**src/rtl/ram_access_ctrl_pkg.sv**
```systemverilog
// ram_ctrl_pkg: shared types for the 5x5-window RAM access controller.
package ram_ctrl_pkg;
  localparam int WIN = 5;
  typedef logic signed [15:0] data_t;
  typedef data_t [WIN-1:0][WIN-1:0] window_t;
  typedef enum logic [1:0] {IDLE, ACCESS, RELEASE} ctrl_state_t;
  typedef enum logic {CL_RD, CL_WR} client_t;
endpackage

```
**src/rtl/ram_access_ctrl_if.sv**
```systemverilog
// ram_access_ctrl_if: read client, write client and RAM pin bundle.
interface ram_access_ctrl_if import ram_ctrl_pkg::*; #(
  parameter int ADDR_W = 16,
  parameter int DATA_W = 16
);
  logic rd_req;
  logic [ADDR_W-1:0] rd_addr;
  logic [ADDR_W-1:0] rd_offset;
  logic rd_gnt;
  logic rd_valid;
  logic [WIN*WIN*DATA_W-1:0] rd_window;
  logic wr_req;
  logic [ADDR_W-1:0] wr_addr;
  logic [DATA_W-1:0] wr_data;
  logic wr_gnt;
  logic wr_ack;
  logic ram_enable;
  logic ram_write;
  logic [ADDR_W-1:0] ram_address;
  logic [ADDR_W-1:0] ram_offset;
  logic [DATA_W-1:0] ram_input_data;
  logic [WIN*WIN*DATA_W-1:0] ram_output_data;
  logic ram_finish;
  modport slave (
    input rd_req, rd_addr, rd_offset, wr_req, wr_addr, wr_data, ram_output_data, ram_finish,
    output rd_gnt, rd_valid, rd_window, wr_gnt, wr_ack,
    output ram_enable, ram_write, ram_address, ram_offset, ram_input_data
  );
  modport master (
    output rd_req, rd_addr, rd_offset, wr_req, wr_addr, wr_data, ram_output_data, ram_finish,
    input rd_gnt, rd_valid, rd_window, wr_gnt, wr_ack,
    input ram_enable, ram_write, ram_address, ram_offset, ram_input_data
  );
endinterface

```
**src/rtl/ram_access_ctrl_arb.sv**
```systemverilog
// rr_arbiter2: two-way round-robin; prio names the client that wins a tie.
module rr_arbiter2 import ram_ctrl_pkg::*; (
  input  logic    clk,
  input  logic    rst_n,
  input  logic    req_rd,
  input  logic    req_wr,
  input  logic    upd,
  output logic    any,
  output client_t win
);
  client_t prio;
  always_comb begin
    any = req_rd | req_wr;
    win = (req_rd && req_wr) ? prio : (req_wr ? CL_WR : CL_RD);
  end
  always_ff @(posedge clk or negedge rst_n)
    if (!rst_n) prio <= CL_RD;
    else if (upd) prio <= (win == CL_RD) ? CL_WR : CL_RD;
endmodule

```
**src/rtl/ram_access_ctrl.sv**
```systemverilog
// ram_access_ctrl: arbitrates read-window and write-word clients onto the single RAM port.
module ram_access_ctrl import ram_ctrl_pkg::*; #(
  parameter int ADDR_W         = 16,
  parameter int DATA_W         = 16,
  parameter int TIMEOUT_CYCLES = 16
) (
  input  logic              clk,
  input  logic              rst_n,
  ram_access_ctrl_if.slave  bus,
  output logic              busy,
  output logic              timeout_err
);
  localparam int CNT_W = $clog2(TIMEOUT_CYCLES + 1);
  ctrl_state_t state, next;
  client_t cl, win;
  logic any, upd, fin, tmo;
  logic [CNT_W-1:0] cnt;
  rr_arbiter2 u_arb (
    .clk    (clk),
    .rst_n  (rst_n),
    .req_rd (bus.rd_req),
    .req_wr (bus.wr_req),
    .upd    (upd),
    .any    (any),
    .win    (win)
  );
  always_ff @(posedge clk or negedge rst_n)
    if (!rst_n) state <= IDLE;
    else state <= next;
  always_comb begin
    upd  = state == IDLE && any;
    fin  = state == ACCESS && bus.ram_enable && bus.ram_finish;
    tmo  = state == ACCESS && bus.ram_enable && !bus.ram_finish && cnt == CNT_W'(TIMEOUT_CYCLES - 1);
    next = upd ? ACCESS : (fin || tmo) ? RELEASE : (state == RELEASE && !bus.ram_finish) ? IDLE : state;
  end
  // Enable rises one edge after the grant so address/data are settled while it is high.
  always_ff @(posedge clk or negedge rst_n)
    if (!rst_n) begin
      cl                 <= CL_RD;
      cnt                <= '0;
      busy               <= 1'b0;
      timeout_err        <= 1'b0;
      bus.rd_gnt         <= 1'b0;
      bus.wr_gnt         <= 1'b0;
      bus.rd_valid       <= 1'b0;
      bus.wr_ack         <= 1'b0;
      bus.rd_window      <= '0;
      bus.ram_enable     <= 1'b0;
      bus.ram_write      <= 1'b0;
      bus.ram_address    <= '0;
      bus.ram_offset     <= '0;
      bus.ram_input_data <= '0;
    end else begin
      busy         <= next != IDLE;
      bus.rd_gnt   <= upd && win == CL_RD;
      bus.wr_gnt   <= upd && win == CL_WR;
      bus.rd_valid <= (fin || tmo) && cl == CL_RD;
      bus.wr_ack   <= (fin || tmo) && cl == CL_WR;
      bus.ram_enable <= (state == ACCESS && !bus.ram_enable) ? 1'b1 : (fin || tmo) ? 1'b0 : bus.ram_enable;
      if (tmo) timeout_err <= 1'b1;
      if (upd) begin
        cl                 <= win;
        cnt                <= '0;
        bus.ram_write      <= win == CL_WR;
        bus.ram_address    <= (win == CL_WR) ? bus.wr_addr : bus.rd_addr;
        bus.ram_offset     <= (win == CL_WR) ? ADDR_W'(0) : bus.rd_offset;
        bus.ram_input_data <= (win == CL_WR) ? bus.wr_data : DATA_W'(0);
      end else if (state == ACCESS && bus.ram_enable && !fin && !tmo) cnt <= cnt + 1'b1;
      if (cl == CL_RD && fin) bus.rd_window <= bus.ram_output_data;
      else if (cl == CL_RD && tmo) bus.rd_window <= '0;
    end
endmodule
```
**src/flat_wrapper.sv**
```systemverilog
// flat-port wrapper written by rule: the top's interface ports become plain ports
module ram_access_ctrl_flat import ram_ctrl_pkg::*;
#(
  parameter int ADDR_W         = 16,
  parameter int DATA_W         = 16,
  parameter int TIMEOUT_CYCLES = 16
)
  (clk, rst_n, busy, timeout_err, bus_rd_req, bus_rd_addr, bus_rd_offset, bus_wr_req, bus_wr_addr, bus_wr_data, bus_ram_output_data, bus_ram_finish, bus_rd_gnt, bus_rd_valid, bus_rd_window, bus_wr_gnt, bus_wr_ack, bus_ram_enable, bus_ram_write, bus_ram_address, bus_ram_offset, bus_ram_input_data);
  ram_access_ctrl_if #(.ADDR_W(ADDR_W), .DATA_W(DATA_W)) bus_i ();
  input  logic clk;
  input  logic rst_n;
  output logic busy;
  output logic timeout_err;
  input wire logic [$bits(bus_i.rd_req)-1:0] bus_rd_req;
  input wire logic [$bits(bus_i.rd_addr)-1:0] bus_rd_addr;
  input wire logic [$bits(bus_i.rd_offset)-1:0] bus_rd_offset;
  input wire logic [$bits(bus_i.wr_req)-1:0] bus_wr_req;
  input wire logic [$bits(bus_i.wr_addr)-1:0] bus_wr_addr;
  input wire logic [$bits(bus_i.wr_data)-1:0] bus_wr_data;
  input wire logic [$bits(bus_i.ram_output_data)-1:0] bus_ram_output_data;
  input wire logic [$bits(bus_i.ram_finish)-1:0] bus_ram_finish;
  output wire logic [$bits(bus_i.rd_gnt)-1:0] bus_rd_gnt;
  output wire logic [$bits(bus_i.rd_valid)-1:0] bus_rd_valid;
  output wire logic [$bits(bus_i.rd_window)-1:0] bus_rd_window;
  output wire logic [$bits(bus_i.wr_gnt)-1:0] bus_wr_gnt;
  output wire logic [$bits(bus_i.wr_ack)-1:0] bus_wr_ack;
  output wire logic [$bits(bus_i.ram_enable)-1:0] bus_ram_enable;
  output wire logic [$bits(bus_i.ram_write)-1:0] bus_ram_write;
  output wire logic [$bits(bus_i.ram_address)-1:0] bus_ram_address;
  output wire logic [$bits(bus_i.ram_offset)-1:0] bus_ram_offset;
  output wire logic [$bits(bus_i.ram_input_data)-1:0] bus_ram_input_data;
  assign bus_i.rd_req = bus_rd_req;
  assign bus_i.rd_addr = bus_rd_addr;
  assign bus_i.rd_offset = bus_rd_offset;
  assign bus_i.wr_req = bus_wr_req;
  assign bus_i.wr_addr = bus_wr_addr;
  assign bus_i.wr_data = bus_wr_data;
  assign bus_i.ram_output_data = bus_ram_output_data;
  assign bus_i.ram_finish = bus_ram_finish;
  assign bus_rd_gnt = bus_i.rd_gnt;
  assign bus_rd_valid = bus_i.rd_valid;
  assign bus_rd_window = bus_i.rd_window;
  assign bus_wr_gnt = bus_i.wr_gnt;
  assign bus_wr_ack = bus_i.wr_ack;
  assign bus_ram_enable = bus_i.ram_enable;
  assign bus_ram_write = bus_i.ram_write;
  assign bus_ram_address = bus_i.ram_address;
  assign bus_ram_offset = bus_i.ram_offset;
  assign bus_ram_input_data = bus_i.ram_input_data;
  ram_access_ctrl #(.ADDR_W(ADDR_W), .DATA_W(DATA_W), .TIMEOUT_CYCLES(TIMEOUT_CYCLES)) u_core (.clk(clk), .rst_n(rst_n), .bus(bus_i), .busy(busy), .timeout_err(timeout_err));
endmodule
```
**config.mk**
```make
export PLATFORM = sky130hd
export DESIGN_NAME = ram_access_ctrl_flat
export DESIGN_NICKNAME = d
export VERILOG_FILES = /design/src/rtl/ram_access_ctrl_pkg.sv /design/src/rtl/ram_access_ctrl_if.sv /design/src/rtl/ram_access_ctrl_arb.sv /design/src/rtl/ram_access_ctrl.sv /design/src/flat_wrapper.sv
export SDC_FILE = /design/constraint.sdc
export NUM_CORES = 1
export LEC_CHECK = 0
export CORE_AREA = 5 5 362 364
export CTS_CLUSTER_DIAMETER = 60
export CTS_CLUSTER_SIZE = 10
export DETAILED_ROUTE_END_ITERATION = 7
export DIE_AREA = 0 0 367 369
export PLACE_DENSITY_LB_ADDON = 0.12
export SYNTH_ARGS = -nofsm -noshare
export SYNTH_HDL_FRONTEND = slang
export SYNTH_SLANG_ARGS = --single-unit
```
**constraint.sdc**
```tcl
create_clock -name clk -period 3 [get_ports clk]
set_clock_uncertainty 0.05 [all_clocks]
set_input_delay 0.6 -clock clk [delete_from_list [all_inputs] [get_ports clk]]
set_output_delay 0.6 -clock clk [all_outputs]
set_load 0.02 [all_outputs]
```
==> results by group <==
Logic synthesis
  – Post-synth top area cell: dfrtp_1
  – Syn. warnings: 0
  – Post-synth top cells: dfrtp_1, a22o_2, a22o_1
  – Syn Std Cell Area: 17400 µm²
  – Cells after Synth: 1079
  – Share of flip-flops with an asynchronous set or reset: 1.00
  – Sequential cell area fraction in the yosys report: 0.667
  – Post-synthesis register bit count: 464
  – Area share of the largest cell type after synthesis: 0.667
  – Synth cell types: 33
  – Synth top area cells: dfrtp_1, a22o_2, a22o_1, buf_6, clkbuf_8
  – Most numerous cell in the Yosys netlist: dfrtp_1
  – Top FF cell, synth: dfrtp_1
  – Post-synth EDFFs: 0
  – Syn_nets: 1550
  – Mean Syn Cell Area: roughly 16 µm²

Finish
  – Area Growth Syn to Fin: 76.5%
  – Share of layout cells above drive strength 1: 0.196
  – Final nets: 2499
  – Layout filler cell count: between 10000 and 15000
  – Fin cells: 3752

Route
  – Routed WL: 80.9 mm
  – DRT Pass-1 Iters: 4
  – WL per Instance: around 22 µm
  – Remaining antenna violation count: 0
  – Vias: 13700
  – First DRT Iteration DRCs: 569
  – Post-route DRC: 0
  – Via density: 3.64

Timing
  – Tightest Pin Transition: 0.666 ns
  – RSZ-0062 raised after global routing: false
  – Count of final setup violators: 0
  – Fmax: approximately 400 MHz
  – Slew HR: 0.556
  – Crit share post-route: 0.826
  – Final TNS setup: 0 ns
  – Final Slew Violations: 0
  – Final min period: 2.48 ns
  – Hold Fails Final Rpt: 0
  – Setup ws final: about 0.52 ns

Power
  – P_int: ~23 mW
  – Net Switching: 12.7 mW
  – Worst VDD drop: a little over 0.4 mV
  – Clock Power Share: 0.245
  – Static Leakage: around 13 nW
  – Sequential Power Share: 0.305
  – Combinational share of power: 0.450
  – Sw Ratio: 0.359
  – Power per cell area: 1150 nW/µm²

Floorplanning
  – Initial Util: 0.137
  – Die width: 367 µm
  – Die footprint: 135000 µm²
  – Cell Rows: 131
  – # IOs: approximately 930
  – Core ar.: roughly 130000 µm²
  – Die Y-Extent: 369 µm

Placement
  – Placed cells: 3614
  – Post-DP HPWL: a little over 60 mm
  – Pre-CTS setup slack: 0.344 ns
  – Port Buffers: between 900 and 1000
  – Final RePlAce weighted congestion: between 0.7 and 0.8

Outcome
  – Status: finished, final reports clean

Flow run
  – Number of max-cap violations: 0

Worst setup path
  – Worst Path Class, Setup: register to register
  – Critical Path End Type: register
  – Reg-to-reg endpoint: u_core.bus.rd_window[375]$_DFFE_PN0P_
  – R2R Path Start: u_core.cnt[0]$_DFFE_PN0P_
  – Critical path arrival: 2.99 ns
  – FF-to-FF setup slack: 0.52 ns
  – Reg2reg path depth: 8
  – Critical Path Start Type: register
  – Data required, critical path: approximately 3.5 ns
  – Max FO, Critical Path: 62

Hold path
  – Min-Delay Endpoint: u_core.timeout_err$_DFFE_PN0P_
  – Hold Crit Start: u_core.timeout_err$_DFFE_PN0P_
  – Hold depth: 1
  – Min-delay worst type: register to register

CTS
  – CTS Buf Count: 73
  – Clock latency on the worst-skew pair: about 0.6 ns
  – Number of buffers on the longest clock path: 3
  – PostCTS Resize Cnt: 0
  – Root buffer cell: clkbuf_16
  – Clock tree from TritonCTS: yes
  – H-tree depth: 3
  – Clock transition at the registers of the reported paths: 0.05 ns
  – Clk sink count: 464
  – Setup Fix Bufs, Post-CTS: 0

GRT
  – Initial antenna violation count: 17
  – Vias in the first global route: 15300
  – First-pass GRT wire length: 115 mm
  – GRT Util Overall: 0.115
  – Total grt overflow: 0
  – Largest net degree at the start of global routing: 63
-- metal layers --
layer | vias up | share of wire | track usage | routed length (µm)
met4 | 8 | 0.021 | 0.0327 | 1680
met3 | 97 | 0.11 | 0.0609 | 8920
met1 | 6841 | 0.36 | 0.121 | 29300
met2 | 609 | 0.51 | 0.199 | 41000
met5 | - | 0.00068 | 0 | 55
li1 | 6114 | - | - | -
-- power groups by stage --
stage / logic [mW] / registers [mW] / clock network, mW
after global routing: 16.8 / 11.1 / 9.27
after floorplan: 4.87 / 13.9 / 0
final: 15.9 / 10.8 / 8.63
after detailed placement: 16.2 / 10.8 / 0
after CTS: 16.3 / 10.8 / 9.00
after global placement: 16.2 / 10.8 / 0
-- worst max-delay path: stages, from the launching register on --
cell	delay [ns]
dfrtp_1	0.41
ha_1	0.22
and3_1	0.18
ha_1	0.21
nor2_1	0.28
or3_4	0.21
buf_4	0.26
buf_12	0.31
a22o_2	0.21
-- sequential cells by signal, summed over array words and instances (netlist names) --
name	flops
u_core.bus.rd_valid	1
u_core.bus.wr_gnt	1
u_core.bus.ram_address	16
u_core.u_arb.prio	1
u_core.timeout_err	1
u_core.busy	1
u_core.bus.ram_write	1
u_core.bus.ram_input_data	16
u_core.bus.ram_enable	1
u_core.state	2
u_core.bus.rd_window	400
u_core.bus.rd_gnt	1
u_core.bus.wr_ack	1
u_core.cnt	5
u_core.bus.ram_offset	16
-- stage by stage --
stage | power (mW) | util | hold WS [ns] | instance area [µm²]
2_1_floorplan | 18.8 | - | 0.254 | 17400
3_3_place_gp | 27.0 | 0.222 | 0.417 | 28300
3_5_place_dp | 27.0 | 0.222 | 0.433 | 28300
4_1_cts | 36.0 | 0.242 | 0.432 | 30700
5_1_grt | 37.2 | 0.242 | 0.452 | 30700
6_report | 35.3 | 0.242 | 0.437 | 30700
-- layout make-up --
class | count | area [µm²] | area share
antenna | 11 | 27.5 | 0.000896
clock buffer | 90 | 1980 | 0.0645
clock inverter | 36 | 439 | 0.0143
inverter | 5 | 18.8 | 0.000611
multi-input combinational | 507 | 4640 | 0.151
sequential | 464 | 11600 | 0.378
tap | 1662 | 2080 | 0.0677
timing repair buffer | 977 | 9920 | 0.323
-- cell usage in the layout, fill, tap and decap left out, types with 9 or more instances in the layout --
| cell type | synthesis | layout |
|---|---|---|
| a221o_1 | 16 | 16 |
| a22o_1 | 204 | 204 |
| a22o_2 | 228 | 228 |
| and3_1 | 20 | 20 |
| buf_12 | 0 | 21 |
| buf_4 | 0 | 31 |
| clkbuf_16 | 0 | 73 |
| clkbuf_8 | 26 | 9 |
| clkdlybuf4s50_1 | 0 | 923 |
| clkinv_2 | 0 | 11 |
| dfrtp_1 | 464 | 464 |
| diode_2 | 0 | 11 |
-- worst max-delay path by stage --
stage	start	depth (start not counted)	endpoint	slack [ns]
finish	u_core.cnt[0]$_DFFE_PN0P_	8	u_core.bus.rd_window[375]$_DFFE_PN0P_	0.52
global route	u_core.cnt[0]$_DFFE_PN0P_	8	u_core.bus.rd_window[371]$_DFFE_PN0P_	0.33
CTS	u_core.bus.ram_write$_DFFE_PN0P_	1	bus_ram_write	0.43
detailed placement	bus_ram_finish	6	u_core.bus.rd_window[177]$_DFFE_PN0P_	0.34
global placement	bus_ram_finish	6	u_core.bus.rd_window[174]$_DFFE_PN0P_	0.34
floorplan	u_core.cnt[0]$_DFFE_PN0P_	7	u_core.cnt[3]$_DFFE_PN0P_	0.86
-- cell families after synthesis --
group,Yosys count,synth area share
buffers and inverters,108,0.0675
DFF,464,0.667
muxes,1,0.000575
and+or+nand+nor,38,0.0134
AOI/OAI and AO/OA,466,0.250
adders and majority gates,2,0.00144
-- timing repair --
action,CTS,global route
hold buffers,1,0
setup endpoints to repair,0,0
endpoints found under the hold margin,36,0
No activity file was read; power rests on OpenSTA's default activity.
